--- config.mk ---
export PLATFORM = sky130hd
export DESIGN_NAME = halt_detector
export DESIGN_NICKNAME = d
export VERILOG_FILES = /design/src/rtl/cpu_check_pkg.sv /design/src/rtl/cpu_run_checker_halt_detector.sv
export SDC_FILE = /design/constraint.sdc
export NUM_CORES = 1
export LEC_CHECK = 0
export CAP_MARGIN = 20
export CORE_MARGIN = 1
export CORE_UTILIZATION = 42
export CTS_BUF_LIST = sky130_fd_sc_hd__clkbuf_4
export CTS_CLUSTER_SIZE = 10
export DETAILED_ROUTE_END_ITERATION = 8
export GPL_TIMING_DRIVEN = 0
export PLACE_DENSITY = 0.82
export SYNTH_ARGS = -nofsm -noshare
export SYNTH_HDL_FRONTEND = slang
export SYNTH_SLANG_ARGS = --single-unit
--- constraint.sdc ---
create_clock -name clk -period 2.1 [get_ports clk]
set_input_delay 0.63 -clock clk [delete_from_list [all_inputs] [get_ports clk]]
set_output_delay 0.63 -clock clk [all_outputs]
set_load 0.01 [all_outputs]
--- src/rtl/cpu_check_pkg.sv ---
// Shared types and constants for the run-to-completion checker and the
// CPU benches that use it.
package cpu_check_pkg;

    // Checker phases, in the order a run walks through them.
    typedef enum logic [1:0] {
        RUN   = 2'd0,
        DRAIN = 2'd1,
        CHECK = 2'd2,
        DONE  = 2'd3
    } check_state_t;

    // CPU variants the checker is used with; the benches select on this.
    typedef enum logic [1:0] {
        SingleCyc = 2'd0,
        MultiCyc  = 2'd1,
        Pipeline  = 2'd2
    } cpu_type_t;

    // beq $0,$0,-1 : the self-loop every test program ends on.
    localparam logic [31:0] MIPS_HALT_BEQ = 32'h1000_FFFF;

    // Bits needed to hold 0 .. n-1, never less than one bit so that
    // degenerate parameter choices still give legal vector widths.
    function automatic int width_of(input int n);
        return (n > 1) ? $clog2(n) : 1;
    endfunction

endpackage

--- src/rtl/cpu_run_checker_halt_detector.sv ---
// Halt detection: a core is considered halted once its PC has stopped
// moving for HALT_STABLE consecutive cycles, or immediately when it
// presents the halt instruction (if that match is enabled).
module halt_detector
    import cpu_check_pkg::*;
#(
    parameter int          HALT_STABLE   = 8,
    parameter bit          HALT_INSTR_EN = 1'b1,
    parameter logic [31:0] HALT_INSTR    = MIPS_HALT_BEQ
) (
    input  logic        clk,
    input  logic        reset,
    input  logic [31:0] pc_debug,
    input  logic [31:0] instr_debug,
    output logic        halt
);

    localparam int               SC_W    = width_of(HALT_STABLE);
    localparam logic [SC_W-1:0]  SC_TERM = SC_W'(HALT_STABLE - 1);

    logic [31:0]     prev_pc;
    logic [SC_W-1:0] stable_cnt;
    logic            pc_same;
    logic            instr_hit;

    assign pc_same   = (pc_debug == prev_pc);
    assign instr_hit = HALT_INSTR_EN && (instr_debug == HALT_INSTR);

    // Halt is combinational here so the checker sees it in the same cycle;
    // stable_cnt holds how many earlier consecutive cycles already matched.
    always_comb begin
        halt = (pc_same && (stable_cnt == SC_TERM)) || instr_hit;
    end

    // Track the previous PC and count unchanged cycles, saturating at the
    // terminal value so halt stays asserted while the PC stays parked.
    always_ff @(posedge clk) begin
        if (reset) begin
            prev_pc    <= '0;
            stable_cnt <= '0;
        end else begin
            prev_pc <= pc_debug;
            if (!pc_same) begin
                stable_cnt <= '0;
            end else if (stable_cnt != SC_TERM) begin
                stable_cnt <= stable_cnt + 1'b1;
            end
        end
    end

endmodule

Yosys cells after proc, flatten, opt, wreduce, memory -nomap -nowiden --
Index checks and enable logic that the tools add are counted.
Operators by class: add/sub/neg operators 1, eq/ne operators 4, bitwise gates (word level) 1, reduce and logical (&&, ||, !) cells 3
Operators by type and width (number):
- $eq A32 B29 Y1 const B | 1
- $eq A32 B32 Y1 | 1
- $add A3 B1 Y3 const B | 1
- $eq A3 B3 Y1 const B | 1
- $ne A3 B3 Y1 const B | 1
- $reduce_or A2 Y1 | 1
- $logic_and A1 B1 Y1 | 1
- $logic_or A1 B1 Y1 | 1
- $not A1 Y1 | 1
Storage, ports and cells: register bits after elaboration 35, output and inout port bits 1, logic and storage cells 11

Depth between registers and ports, before layout --
Gate-level depths: netlist of the first run.
word-level depth 3, mapped depth 4

Worst setup path after synthesis of the first run --
No wires, ideal clock.
path type input port to output port, from input port pc_debug[14], to output port halt, arrival 1.587 ns, slack -0.117 ns, cell stages on the path 4, cell sequence xor2_1 nor4_2 nand4_1 o31ai_1
Between the ends: word-level cells in the longest chain between the ends 3
RTL lines:
- start, declared | RTL line cpu_run_checker_halt_detector.sv:13 | input logic [31:0] pc_debug,
- $eq A32 B32 Y1 | RTL line cpu_run_checker_halt_detector.sv:26 | assign pc_same = (pc_debug == prev_pc);
- $logic_and A1 B1 Y1 | RTL line cpu_run_checker_halt_detector.sv:32 | halt = (pc_same && (stable_cnt == SC_TERM)) || instr_hit;
- $logic_or A1 B1 Y1 | RTL line cpu_run_checker_halt_detector.sv:32
- end, declared | RTL line cpu_run_checker_halt_detector.sv:15 | output logic halt
Every way passes these cells.

Worst setup path after layout of the first run --
from input port instr_debug[14], to output port halt
Between the ends: word-level cells in the longest chain between the ends 2
RTL lines:
- start, declared | RTL line cpu_run_checker_halt_detector.sv:14 | input logic [31:0] instr_debug,
- $eq A32 B29 Y1 | RTL line cpu_run_checker_halt_detector.sv:27 | assign instr_hit = HALT_INSTR_EN && (instr_debug == HALT_INSTR);
- $logic_or A1 B1 Y1 | RTL line cpu_run_checker_halt_detector.sv:32
Every way passes these cells.

==> results, run 1 <==
- The number of nets produced by synthesis is 201.
- The count of endpoints failing setup in the final report is 1.
- In the routed design, unresolved DRC markers number 0.
- Power comes to 1390 uW.
- The largest net degree at the start of global routing is 12.
- The final worst clock skew is 0.00763 ns.
- The number of max-slew violations in the final report was 0.
- Dividing the detail-routed via count by the number of cells gives 4.79.
- The layout cell share with drive strength beyond 1 is 0.176.
- The initial utilization of the core area, before any placement, comes to 0.455.
- The highest ir drop seen on vdd is 0.364 mV.
- After synthesis the netlist holds a flip-flop and latch count of 35.
- The internal power of the cells totals 1070 uW.
- Averaged over all synthesized cells, the footprint is 10.8 um^2.
- The layout has 256 filler cells.
- Once placement finished, the instance area stood at 0.00215 mm^2.
- The area of the core region is 0.00315 mm^2.
- The total of warnings raised by yosys is 0.
- The checks that failed: negative setup slack.
- The remaining antenna violation count is 0.
- The data arrival time at the worst-slack endpoint is 1.88 ns.
- For this run, the total global-route usage over all layers was measured as 0.203.
- With fillers left out, the area of the finished cells amounts to 0.00222 mm^2.
- The first-pass iteration count of the detailed router is 4.
- Of the total power, combinational logic draws 0.154.
- The register-to-register setup slack is 0.51 ns.
- The class of the tightest hold or removal check is in -> reg.
- Of the total power, registers draw 0.513.
- Along the worst path, the maximum fanout reaches 1.
- The critical path startpoint is instr_debug[14].
- After layout, the worst setup slack is -0.414 ns.
- The clock tree from TritonCTS is yes.
- The total of buffers placed on input and output ports is 66.
- The area growth from synthesis to layout is 54.8%.
- At the pin with the least slew margin, the transition time is 0.545 ns.
- Of the total power, the share spent switching nets is 0.226.
- The clock passes through at most 2 buffers.
- In this run the critical register-to-register path is captured at stable_cnt[0].
- The total clock sinks is 35.
- The number of clock buffers added by TritonCTS is 5.
- For this block, the via count after detailed routing is 1216.
- The remaining max-slew budget at the tightest pin is 0.637.
- The sum of negative setup slack is -0.414 ns.
- The sequential fraction of the synthesis area is 0.489.
- Row generation in the floorplan step produced 20 rows.
- The category of the worst setup path launch point is a primary input.
- By startpoint and endpoint, the worst setup path is classified as in -> out.
- The most common library cell in the layout ignoring fill and taps is sky130_fd_sc_hd__dfxtp_1.
- Of the post-synthesis cell area, the dominant cell type holds 0.489.
- Timing analysis after detailed placement gives a worst setup slack of -1.27 ns.
- In the layout the commonest cells are sky130_fd_sc_hd__dfxtp_1, sky130_fd_sc_hd__xor2_1, sky130_fd_sc_hd__nor2b_1, sky130_fd_sc_hd__clkdlybuf4s50_1, sky130_fd_sc_hd__clkdlybuf4s15_1.
- By area the synthesized netlist is led by sky130_fd_sc_hd__dfxtp_1, sky130_fd_sc_hd__xor2_1, sky130_fd_sc_hd__nor2b_1, sky130_fd_sc_hd__nor4_1, sky130_fd_sc_hd__nor4_2.
- In the final routed layout, each cell accounts on average for 14.0 um.
- The worst register-to-register path has a depth of 6.
- Summed over all cells, the static leakage comes to 0.000955 uW.
- The floorplan die height is 60.4 um.
- The count of endpoints failing hold in the final timing report is 0.
- Synthesis produced 133 cells.
- Summed over all layers, the global routing overflow is 0.
- The insertion delay to the later sink of the worst-skew pair is 0.33 ns.
- The critical path endpoint category is an output port.
- The unique cell type count in the Yosys netlist is 13.
- The non-filler instance count after layout is 254.
- The number of buffers inserted by hold repair at cts is 0.
- Of the total power, the clock network draws 0.332.
- The most critical setup path has its endpoint at halt.
- The run finished, with violations left.
- The final wirelength is 3.55 mm.
- The repair_antennas step left the layout with diodes totalling 0.
- Timing would allow up to 398 MHz.
- The period utilization is 1.20.
- The largest area contributor in the synthesized netlist is sky130_fd_sc_hd__dfxtp_1.
- The post-detailed-placement half-perimeter wirelength is 2.70 mm.
- The width of the die is 60.4 um.
- The clock slew at the register clock pins of the worst setup and hold paths is 0.10 ns.
- The number of I/O pins is 67.
- The number of antenna violations at the first check in global routing is 0.
- The first global-routing pass estimated 5.24 mm of wire.
- The power density over the cells is 625 mW/mm^2.
- The initial DRC count is 8.
- The worst path required time is 1.47 ns.
- In this run the number of H-tree levels came out at 2.
- In this run the clock root is driven by a sky130_fd_sc_hd__clkbuf_4.
- Counting tap cells, the placed design contains a total of 243 instances.
- The floorplan step defined a die boundary enclosing 0.00365 mm^2.
- The net count of the finished layout is 277.
- The tool flagged a number of max-cap violations equal to 0.
- The final critical-path required period is 2.51 ns.
- The via count of the first global-routing pass is 1284.
- Setup repair after global routing could not meet its margin everywhere.
- The global placement routability congestion is 0.738.
- The startpoint identified for the worst register-to-register timing path is prev_pc[19].
- The net switching power is 313 uW.
- The synthesized area is 0.00143 mm^2.
[cells in the mapped netlist]
master and count:
sky130_fd_sc_hd__nor4_2 4, sky130_fd_sc_hd__o31ai_1 1, sky130_fd_sc_hd__ha_1 2, sky130_fd_sc_hd__nor2b_1 32, sky130_fd_sc_hd__nor2_1 1, sky130_fd_sc_hd__inv_1 1, sky130_fd_sc_hd__dfxtp_1 35, sky130_fd_sc_hd__mux2i_1 2
sky130_fd_sc_hd__and4b_1 1, sky130_fd_sc_hd__clkbuf_1 3, sky130_fd_sc_hd__nand4_1 7, sky130_fd_sc_hd__xor2_1 33, sky130_fd_sc_hd__nor4_1 11
[metrics by stage]
stage	hold WS (ns)	utilization
after floorplan	0.510	-
after global placement	0.520	0.683
after detailed placement	0.536	0.683
after CTS	0.516	0.699
after global routing	0.502	0.704
final	0.516	0.704
[worst max-delay path: stages]
cell and delay, ns:
sky130_fd_sc_hd__clkdlybuf4s50_1 0.45, sky130_fd_sc_hd__nand4_1 0.09, sky130_fd_sc_hd__nor4_1 0.29, sky130_fd_sc_hd__nand4_1 0.15, sky130_fd_sc_hd__o31ai_2 0.10, sky130_fd_sc_hd__buf_2 0.18
[layer usage]
| metal | up-vias | wire [um] | global-route usage |
|---|---|---|---|
| met3 | 7 | 421 | 0.0810 |
| met2 | 58 | 1750 | 0.396 |
| li1 | 605 | - | - |
| met4 | 0 | 46 | 0.0877 |
| met1 | 546 | 1340 | 0.181 |
| met5 | - | 0 | 0 |
[repair_timing]
item / CTS / global route
hold endpoints to repair: 0 / 0
endpoints found under the setup margin: 1 / 1
setup buffers: 2 / 1
gates resized for setup: 80 / 22
gates cloned: 0 / 0
pin swaps: 25 / 16
[kinds of logic after synthesis]
kind of cell / Yosys count / synth area share
compound gates: 1 / 0.00524
xor+xnor: 33 / 0.202
fa+ha+maj: 2 / 0.0174
buf+inv: 4 / 0.0105
flops: 35 / 0.489
mux: 2 / 0.0140
simple gates: 56 / 0.263
[flip-flops by register name (all words and copies together), names as in the netlist]
signal / flops
prev_pc: 32
stable_cnt: 3
[layout make-up]
| cell class | count | area, um^2 | area share |
|---|---|---|---|
| multi-input cells | 94 | 756 | 0.340 |
| flip-flops and latches | 35 | 701 | 0.316 |
| repair buffers | 69 | 617 | 0.278 |
| well taps | 44 | 55.1 | 0.0248 |
| clock inverters | 3 | 38.8 | 0.0175 |
| clock buffers | 5 | 37.5 | 0.0169 |
| plain buffers | 3 | 11.3 | 0.00507 |
| inverters | 1 | 3.75 | 0.00169 |
[power groups by stage]
stage	registers, uW	clock network [uW]	logic [uW]
after floorplan	723	0	79.1
after global placement	724	0	222
after detailed placement	727	0	229
final	712	461	214
after global routing	715	516	231
after CTS	711	476	213
[worst min-delay path by stage]
stage,from,to,slack (ns),depth (start not counted)
6_report,pc_debug[10],prev_pc[10],0.52,2
5_1_grt,pc_debug[10],prev_pc[10],0.50,2
4_1_cts,pc_debug[22],prev_pc[22],0.52,2
3_5_place_dp,stable_cnt[2],stable_cnt[2],0.54,2
3_3_place_gp,stable_cnt[1],stable_cnt[1],0.52,2
2_1_floorplan,stable_cnt[1],stable_cnt[1],0.51,2
Power figures use the tool's default switching activity.
==> run 2: changes to the inputs <==
CORE_UTILIZATION = 38   (was 42)
PLACE_DENSITY = 0.78   (was 0.82)
clock period = 2 ns   (was 2.1 ns; I/O delays follow)
==> run 2 against run 1 <==
  * The run still ends with negative setup slack left
  * Via count is 0.41% lower
  * Clock skew is 0.00093 ns higher
  * Final cell count is 0.39% higher
  * Largest power group unchanged
==> results, run 2 (synthesis results as in run 1) <==
- The number of antenna violations at the first check in global routing came to 0.
- At the worst endpoint, the required time is 1.40 ns.
- The critical path crosses 6 cells after its start point.
- The category of the worst setup path launch point is a primary input.
- The checks that failed: negative setup slack.
- The global placement routability congestion is 0.740.
- The max-cap check violation count is 0.
- The initial core utilization is 0.413.
- The clock reaches the later pin of the worst-skew pair after 0.34 ns.
- The floorplan has 21 rows.
- Clock tree synthesis found a total of 35 sinks.
- The global-route wire length before repair is 5.61 mm.
- The standard cell with the maximum stage delay on the critical path is sky130_fd_sc_hd__o31ai_2.
- For the finished layout, the period the worst path requires is 2.43 ns.
- The count of endpoints failing hold in the final timing report is 0.
- From synthesis to final layout, the design area changed by 51.2%.
- The filler cells instantiated in the layout total 328.
- Counting along the longest clock path gives a buffer depth of 2.
- The final worst clock skew is 0.00856 ns.
- The ratio of routed vias to standard cells is 4.75.
- The internal portion of the total power is 1010 uW.
- The net switching power is 336 uW.
- IR analysis of the VDD net gives a maximum drop of 0.414 mV.
- The power density over the cells is 621 mW/mm^2.
- The non-filler instance count after layout is 255.
- For this design, the CTS-stage hold fixing added 0 buffers.
- The count of vias placed by the detailed router is 1211.
- The number of H-tree levels is 2.
- The startpoint identified for the worst register-to-register timing path is prev_pc[8].
- The portion of total power attributed to sequential cells is 0.556.
- The class of the tightest hold or removal check is in -> reg.
- The remaining antenna violation count is 0.
- Among cell families on the critical path, the largest total delay comes from buffers and inverters.
- The first-pass iteration count of the detailed router is 4.
- At the placement stage, the worst setup path has a slack of -1.26 ns.
- Summed over all cells, the static leakage comes to 0.000962 uW.
- The area of the core region is 0.00347 mm^2.
- The period utilization is 1.21.
- The net count of the finished layout is 276.
- The via count of the first global-routing pass came to 1273.
- At the pin with the least slew margin, the transition time is 0.538 ns.
- The worst pin sits at a relative slew slack of 0.642.
- The global route total overflow is 0.
- The clock network fraction of design power is 0.286.
- The number of buffers created by CTS is 5.
- The sum of buffers and inverters on the critical path is 2.
- After detailed routing, the average wire length per cell comes to 13.8 um.
- After clock tree synthesis, the clock-pin slew on the worst setup and hold paths is 0.10 ns.
- TritonCTS built the clock tree.
- The fmax is 412 MHz.
- After layout, the worst setup slack is -0.426 ns.
- The worst register-to-register path has a setup slack of 0.49 ns.
- For this run, design rule violations remaining after detail routing come to 0.
- In this run the most critical hold path is launched from pc_debug[15].
- The library cells used most frequently in the layout, excluding fill and tap cells, are sky130_fd_sc_hd__dfxtp_1, sky130_fd_sc_hd__nor2b_1, sky130_fd_sc_hd__xor2_1, sky130_fd_sc_hd__dlygate4sd2_1, sky130_fd_sc_hd__buf_2.
- The largest net degree at the start of global routing is 12.
- Measured in cells, the most critical reg-to-reg path has a length of 5.
- The number of I/O pins is 67.
- The global-route usage over all layers is 0.186.
- The worst hold path was traced through 2 stages.
- The number of flip-flops under the largest register name is 32.
- In this run the critical register-to-register path is captured at stable_cnt[2].
- The routed design has 3.51 mm of wire.
- Of all nets on the critical path, the largest fanout is 2.
- The floorplan step defined a die boundary enclosing 0.00402 mm^2.
- The root buffer selected by CTS is sky130_fd_sc_hd__clkbuf_4.
- The largest single stage delay on the critical path is 0.27 ns.
- For this block, the initial DRC count from the detailed router was 17.
- The floorplan die height is 63.4 um.
- Walking the worst path, the cells encountered are dlygate4sd2_1, xor2_1, nor4_1, nand4_1, o31ai_2, buf_2.
- More flip-flops sit in one register than any other, and that register is prev_pc.
- The wire-length estimate of the detail-placed layout is 2.64 mm.
- Port buffering added 66 buffers.
- The critical path endpoint category is an output port.
- The endpoint with the worst hold slack is prev_pc[15].
- The largest registers in the layout are prev_pc x32, stable_cnt x3.
- From left edge to right edge, the die measures 63.4 um.
- In the final layout, the share of cells above drive strength 1 is 0.220.
- The most common library cell in the layout ignoring fill and taps is sky130_fd_sc_hd__dfxtp_1.
- Of the total power, the share spent switching nets is 0.250.
- The flow ran to the end, but the final reports show violations.
- The number of antenna diodes in the final layout is 0.
- The setup path with the least slack is of type in -> out.
- STA puts the critical path data arrival time at 1.83 ns.
- The placed cell count is 245.
- Of the total power, combinational logic draws 0.158.
- The number of max-slew violations in the final report was 0.
- Setup repair after global routing could not meet its margin everywhere.
- The count of endpoints failing setup in the final report is 1.
## run 2: changes by cell type in the layout (fill, tap and decap cells not counted), sizes merged
cell           before  now
clkinv              2    1
clkdlybuf4s50      28   14
clkbuf             14   11
dlygate4sd2         6   19
clkinvlp            0    1
buf                14   22
clkdlybuf4s15      12    7
dlymetal6s2s        3    4
bufinv              1    0
## run 2: metrics by stage
stage                     utilization  total power [uW]  hold slack [ns]  area, um^2  setup TNS (ns)
after CTS                       0.618              1350            0.484        2140          -0.435
after global placement          0.622               994            0.521        2160           -1.75
after floorplan                     -               842            0.510        1440         -0.0941
after global routing            0.625              1410            0.472        2170          -0.541
final                           0.625              1350            0.486        2170          -0.426
after detailed placement        0.622              1000            0.535        2160           -1.83
## run 2: power groups by stage
stage | Sequential (uW) | Combinational (uW) | Clock [uW]
floorplan | 759 | 83.0 | 0
global placement | 760 | 234 | 0
detailed placement | 763 | 241 | 0
CTS | 747 | 213 | 389
global route | 752 | 231 | 431
finish | 748 | 213 | 385
## run 2: metal layers
metal	global-route usage	up-vias	part of all wire	wire length, um
li1	-	598	-	-
met1	0.189	550	0.38	1340
met2	0.338	57	0.51	1790
met3	0.0815	6	0.094	330
met4	0.0597	0	0.015	52
met5	0	-	0	0
## run 2: cell type report
cell class	count	area (um^2)	share of cell area
buffer	3	11.3	0.00519
clock buffer	6	45.0	0.0208
clock inverter	2	12.5	0.00577
inverter	1	3.75	0.00173
multi-input combinational	94	764	0.353
sequential	35	703	0.324
tap	46	57.6	0.0265
timing repair buffer	68	571	0.263
## run 2: repair_timing
item,CTS,global route
pin swaps,36,10
resized for setup,122,14
setup buffers,2,0
setup endpoints to repair,1,1
cloned,0,0
## run 2: worst max path at each step
| stage | start | endpoint | slack, ns |
|---|---|---|---|
| detailed placement | pc_debug[26] | halt | -1.26 |
| global placement | pc_debug[26] | halt | -1.28 |
| CTS | pc_debug[28] | halt | -0.44 |
| finish | pc_debug[31] | halt | -0.43 |
| floorplan | pc_debug[14] | halt | -0.09 |
| global route | prev_pc[4] | halt | -0.54 |
==> run 3: changes to the inputs <==
SKIP_LAST_GASP = 1   (was not set)
==> results of run 3 <==
No change in the layout: final DEF, timing and power equal those of run 2.
